<file path="config.mk">
export PLATFORM = sky130hd
export DESIGN_NAME = mem_req_arbiter
export DESIGN_NICKNAME = d
export VERILOG_FILES = /design/src/rtl/mem_req_arbiter.sv
export SDC_FILE = /design/constraint.sdc
export NUM_CORES = 1
export LEC_CHECK = 0
export BUFFER_PORTS_ARGS = -buffer_cell sky130_fd_sc_hd__buf_4
export CORE_AREA = 2 2 110 112
export CTS_CLUSTER_SIZE = 40
export DETAILED_ROUTE_END_ITERATION = 8
export DIE_AREA = 0 0 112 114
export PLACE_DENSITY_LB_ADDON = 0.1
export REMOVE_ABC_BUFFERS = 1
export SYNTH_ARGS = -nofsm -noshare
export SYNTH_HDL_FRONTEND = slang
export SYNTH_SLANG_ARGS = --single-unit
</file>
<file path="constraint.sdc">
create_clock -name clk -period 2.05 [get_ports clk]
set_input_delay 0.205 -clock clk [delete_from_list [all_inputs] [get_ports clk]]
set_output_delay 0.205 -clock clk [all_outputs]
set_load 0.01 [all_outputs]
</file>
<file path="src/rtl/mem_req_arbiter.sv">
`default_nettype none
// ============================================================================
// Module      : mem_req_arbiter
// Description : Shares one SRAM-like memory port between the instruction
//               fetch requester (IF) and the data requester (EX). One
//               requester is granted at a time. The source of every accepted
//               request is pushed into an in-order tag FIFO, and returning
//               responses are steered to the owner of the oldest outstanding
//               transaction.
// Revision    : 1.0 - initial release
// ----------------------------------------------------------------------------
// Parameters  : OUTSTANDING - maximum accepted-but-unanswered transactions
//                             (tag FIFO depth, power of two, >= 1)
// Macro       : MEM_ARB_RR_EN - when defined, a tie between IF and data is
//                             resolved round-robin (reset favours data);
//                             otherwise data always wins a tie.
// Ports       : clk, resetn          - clock, synchronous active-low reset
//               inst_*_i / inst_*_o  - IF request/response (read only)
//               data_*_i / data_*_o  - EX load/store request/response
//               mem_*_o / mem_*_i    - shared downstream memory port
// ============================================================================
module mem_req_arbiter #(
    parameter int OUTSTANDING = 2
) (
    input  logic        clk,
    input  logic        resetn,
    // IF requester
    input  logic        inst_req_i,
    input  logic [31:0] inst_addr_i,
    input  logic [1:0]  inst_size_i,
    output logic        inst_addr_ok_o,
    output logic        inst_data_ok_o,
    output logic [31:0] inst_rdata_o,
    // EX requester
    input  logic        data_req_i,
    input  logic        data_wr_i,
    input  logic [1:0]  data_size_i,
    input  logic [3:0]  data_wstrb_i,
    input  logic [31:0] data_addr_i,
    input  logic [31:0] data_wdata_i,
    output logic        data_addr_ok_o,
    output logic        data_data_ok_o,
    output logic [31:0] data_rdata_o,
    // Shared memory port
    output logic        mem_req_o,
    output logic        mem_wr_o,
    output logic [1:0]  mem_size_o,
    output logic [3:0]  mem_wstrb_o,
    output logic [31:0] mem_addr_o,
    output logic [31:0] mem_wdata_o,
    input  logic        mem_addr_ok_i,
    input  logic        mem_data_ok_i,
    input  logic [31:0] mem_rdata_i
);

    localparam int PTR_W = (OUTSTANDING > 1) ? $clog2(OUTSTANDING) : 1;
    localparam int CNT_W = $clog2(OUTSTANDING) + 1;

    typedef enum logic [1:0] {
        S_IDLE    = 2'd0,
        S_GRANT_I = 2'd1,
        S_GRANT_D = 2'd2
    } state_t;

    state_t             state_q, state_d;
    logic [CNT_W-1:0]   count_q, count_d;
    logic [PTR_W-1:0]   wr_ptr_q, wr_ptr_d;
    logic [PTR_W-1:0]   rd_ptr_q, rd_ptr_d;
    logic               tags_q [OUTSTANDING];   // 0 = IF, 1 = data

    logic w_full;
    logic w_empty;
    logic w_push;
    logic w_pop;
    logic w_head;
    logic w_pick_data;

    function automatic logic [PTR_W-1:0] ptr_inc(input logic [PTR_W-1:0] p);
        if (p == PTR_W'(OUTSTANDING - 1)) begin
            return '0;
        end
        return p + 1'b1;
    endfunction

    assign w_full  = (count_q == CNT_W'(OUTSTANDING));
    assign w_empty = (count_q == '0);
    assign w_push  = (state_q != S_IDLE) && mem_addr_ok_i;
    assign w_pop   = mem_data_ok_i && !w_empty;
    assign w_head  = tags_q[rd_ptr_q];

`ifdef MEM_ARB_RR_EN
    // 1 = data has priority on the next tie.
    logic rr_data_q;

    assign w_pick_data = data_req_i && (!inst_req_i || rr_data_q);

    always_ff @(posedge clk) begin
        if (!resetn) begin
            rr_data_q <= 1'b1;
        end else if (w_push) begin
            // Favour whichever requester did not just win.
            rr_data_q <= (state_q == S_GRANT_I);
        end
    end
`else
    assign w_pick_data = data_req_i;
`endif

    // Next-state and FIFO bookkeeping. Fullness uses the registered count,
    // so a pop in the same cycle only frees a slot for the following cycle.
    always_comb begin
        state_d  = state_q;
        count_d  = count_q;
        wr_ptr_d = wr_ptr_q;
        rd_ptr_d = rd_ptr_q;

        case (state_q)
            S_IDLE: begin
                if (!w_full && (inst_req_i || data_req_i)) begin
                    state_d = w_pick_data ? S_GRANT_D : S_GRANT_I;
                end
            end
            S_GRANT_I, S_GRANT_D: begin
                if (mem_addr_ok_i) begin
                    state_d = S_IDLE;
                end
            end
            default: state_d = S_IDLE;
        endcase

        if (w_push) begin
            wr_ptr_d = ptr_inc(wr_ptr_q);
        end
        if (w_pop) begin
            rd_ptr_d = ptr_inc(rd_ptr_q);
        end
        case ({w_push, w_pop})
            2'b10:   count_d = count_q + 1'b1;
            2'b01:   count_d = count_q - 1'b1;
            default: count_d = count_q;
        endcase
    end

    always_ff @(posedge clk) begin
        if (!resetn) begin
            state_q  <= S_IDLE;
            count_q  <= '0;
            wr_ptr_q <= '0;
            rd_ptr_q <= '0;
            for (int i = 0; i < OUTSTANDING; i++) begin
                tags_q[i] <= 1'b0;
            end
        end else begin
            state_q  <= state_d;
            count_q  <= count_d;
            wr_ptr_q <= wr_ptr_d;
            rd_ptr_q <= rd_ptr_d;
            if (w_push) begin
                tags_q[wr_ptr_q] <= (state_q == S_GRANT_D);
            end
        end
    end

    // Downstream request fields follow the granted requester; IF never writes.
    always_comb begin
        mem_req_o   = (state_q != S_IDLE);
        mem_wr_o    = 1'b0;
        mem_size_o  = 2'd0;
        mem_wstrb_o = 4'd0;
        mem_addr_o  = 32'd0;
        mem_wdata_o = 32'd0;
        case (state_q)
            S_GRANT_I: begin
                mem_size_o = inst_size_i;
                mem_addr_o = inst_addr_i;
            end
            S_GRANT_D: begin
                mem_wr_o    = data_wr_i;
                mem_size_o  = data_size_i;
                mem_wstrb_o = data_wstrb_i;
                mem_addr_o  = data_addr_i;
                mem_wdata_o = data_wdata_i;
            end
            default: ;
        endcase
    end

    // Handshake and response outputs are forced low while reset is asserted.
    assign inst_addr_ok_o = resetn && (state_q == S_GRANT_I) && mem_addr_ok_i;
    assign data_addr_ok_o = resetn && (state_q == S_GRANT_D) && mem_addr_ok_i;
    assign inst_data_ok_o = resetn && w_pop && !w_head;
    assign data_data_ok_o = resetn && w_pop &&  w_head;
    assign inst_rdata_o   = mem_rdata_i & {32{resetn}};
    assign data_rdata_o   = mem_rdata_i & {32{resetn}};

endmodule
`default_nettype wire

</file>
==> qor.txt <==
Run status - completed
CTS tree - yes
Post-synthesis sequential area ratio - 10.43%
DIE AREA - 12770 um2
Finished Layout Cells - 630
Share of cells above drive strength 1 - 60.66%
Area of the multi-input gates - 1214 um2
DRC - 0
Antenna violations before repair - 0
WL per Instance - 13.53 um
Lkg Pwr - 1.985 nW
Setup Fix Bufs, Post-CTS - 0
Row Count - 40
Startpoint types - flip-flop
YS warnings - 0
RD Place Congestion - 0.7700
Resized cells post-CTS - 0
Synth area leader - and2_1
Pins Over Slew Limit - 0
Syn-to-layout area delta - 122.7%
Critical Path, Cell by Cell - inv_1 > ha_1 > nand2b_1 > ha_1 > or3_1 > a21boi_1
First-pass GRT wire length - 12320 um
Slew @ Worst Pin - 0.3467 ns
Rel. slew slack - 76.89%
Main flop type after synthesis - dfxtp_1
Diode count - 0
Fin. Hold Viols - 0
Vias per cell - 4.027
Syn_area_per_cell - 7.082 um2
Critical path capture point type - flip-flop
CP most frequent cell - ha_1
Max_cap viols - 0
Hold Buf Count CTS - 0
Final setup viols - 0
DRT Pass-1 Iters - 4
Most frequent cells after synthesis - 73 x and2_1, 35 x nor2b_1, 34 x a22oi_1
Hold crit path type - in -> reg
Post-Route WL - 8524 um
Seq. cell area - 180.2 um2
Syn Std Cell Area - 1728 um2
Part of the cycle the worst path needs - 89.69%
Antenna Nets Post-Route - 0
CTS Buf Count - 3
Crit-path max FO - 8
Core Box Area - 11710 um2
Largest net degree at the start of global routing - 47
Placed Instance Area - 3769 um2
Initial DRC count - 63
Post-synth EDFFs - 0
GRT Total Usage - 11.97%
Overflow after GRT - 0
Mapped Cells - 244
Nets@finish - 632
Initial Util - 14.75%
Cell at the slowest stage of the critical path - or3_1
Worst EP arrival - 2.01 ns
Vert. Die Dim - 114 um
Reg clk slew, reported paths - 0.04 ns
Fill count - 1269
Post-route setup TNS - 0 ns
Tmin final - 1.839 ns
Clock Latency Late Sink - 0.24 ns
Crit path required time - 2.22 ns
Number of distinct library cells after synthesis - 26
Tot Pwr - 2.159 mW
Die Width - 112 um
CP max stage delay - 0.37 ns
CP bufs+invs - 1
Vias in the first global route - 2415
CP Class - reg -> reg
Final core occ - 32.85%
Peak VDD IR - 0.2847 mV
Synth top area cells - and2_1 26%, a22oi_1 15%, buf_4 14%
Port Buf Inserts - 282
Dpl hpwl - 7061 um
Maximum operating frequency - 543.9 MHz
Largest buffer count on any clock path - 2
Top-area cell type share of the netlist area - 26.43%
RSZ-0062 raised after global routing - no
Via count - 2537
Clock root cell - clkbuf_16
Top delay family on crit path - adder cells
PwrDens - 561.1 nW/um2
Cell with the most instances after synthesis - and2_1
H-tree depth - 1
Cell area after layout - 3847 um2
Top Ports - 283
#FFs+latches synth - 9
Placed Cells - 626
Post-synthesis async set-or-reset flop share - 0%
Clock skew - 0.001207 ns
Clock sinks - 9
## worst paths after layout
| check | startpoint | endpoint | slack [ns] | cells after the start |
|---|---|---|---|---|
| min | data_req_i | state_q[1]$_SDFFE_PN0P_ | 0.39 | 3 |
| max | state_q[0]$_SDFFE_PN0P_ | count_q[1]$_SDFFE_PN0P_ | 0.21 | 6 |
| max reg2reg | state_q[0]$_SDFFE_PN0P_ | count_q[1]$_SDFFE_PN0P_ | 0.21 | 6 |
| min reg2reg | tags_q[0]$_DFF_P_ | tags_q[0]$_DFF_P_ | 0.48 | 2 |
## layer usage
layer | global-route usage, % | wire, um
met4 | 2.602 | 106
met2 | 25.66 | 4811
met3 | 3.188 | 886
met5 | 0 | 0
met1 | 11.08 | 2720
## cells by family after synthesis
logic type	after synthesis	share of synthesized area, %
fa+ha+maj	5	3.621
simple gates	126	44.97
buf+inv	55	19.33
mux	2	1.159
flops	9	10.43
xor+xnor	3	1.521
compound gates	44	18.97
## power breakdown
part	switching, mW	leakage (nW)	internal [mW]
clock network	0.0892	0.0382	0.260
registers	0.0353	0.0734	0.218
logic	0.689	1.87	0.867
## cell type report
type	instances	share of cell area, %
Clock buffer	4	2.049
Tap cell	147	4.780
Inverter	3	0.2927
Timing Repair Buffer	287	56.65
Sequential cell	9	4.683
Multi-Input combinational cell	180	31.54
## cell usage in the layout (no fill, tap or decap), drive strengths merged
cell type / n
o221a: 1
nor3b: 1
nand2: 4
a31oi: 1
xnor2: 2
dfxtp: 9
nand3b: 2
and3: 5
a22oi: 34
mux2i: 2
a21boi: 2
xor2: 1
o21a: 2
nand2b: 3
nor2b: 35
inv: 3
clkbuf: 4
nor2: 2
buf: 287
and2: 73
ha: 5
or3: 1
o21ai: 3
a31o: 1
## stage by stage
step	worst slack (ns)	hold slack [ns]
global route	0.07358	0.4091
floorplan	0.3421	0.3225
detailed placement	0.1964	0.4780
CTS	0.1805	0.3976
finish	0.2113	0.3919
global placement	0.2424	0.4966
## worst min-delay path, stage by stage
cell    delay, ns
buf_4        0.09
and3_1       0.15
a31o_2       0.15
No activity file was read; power rests on OpenSTA's default activity.
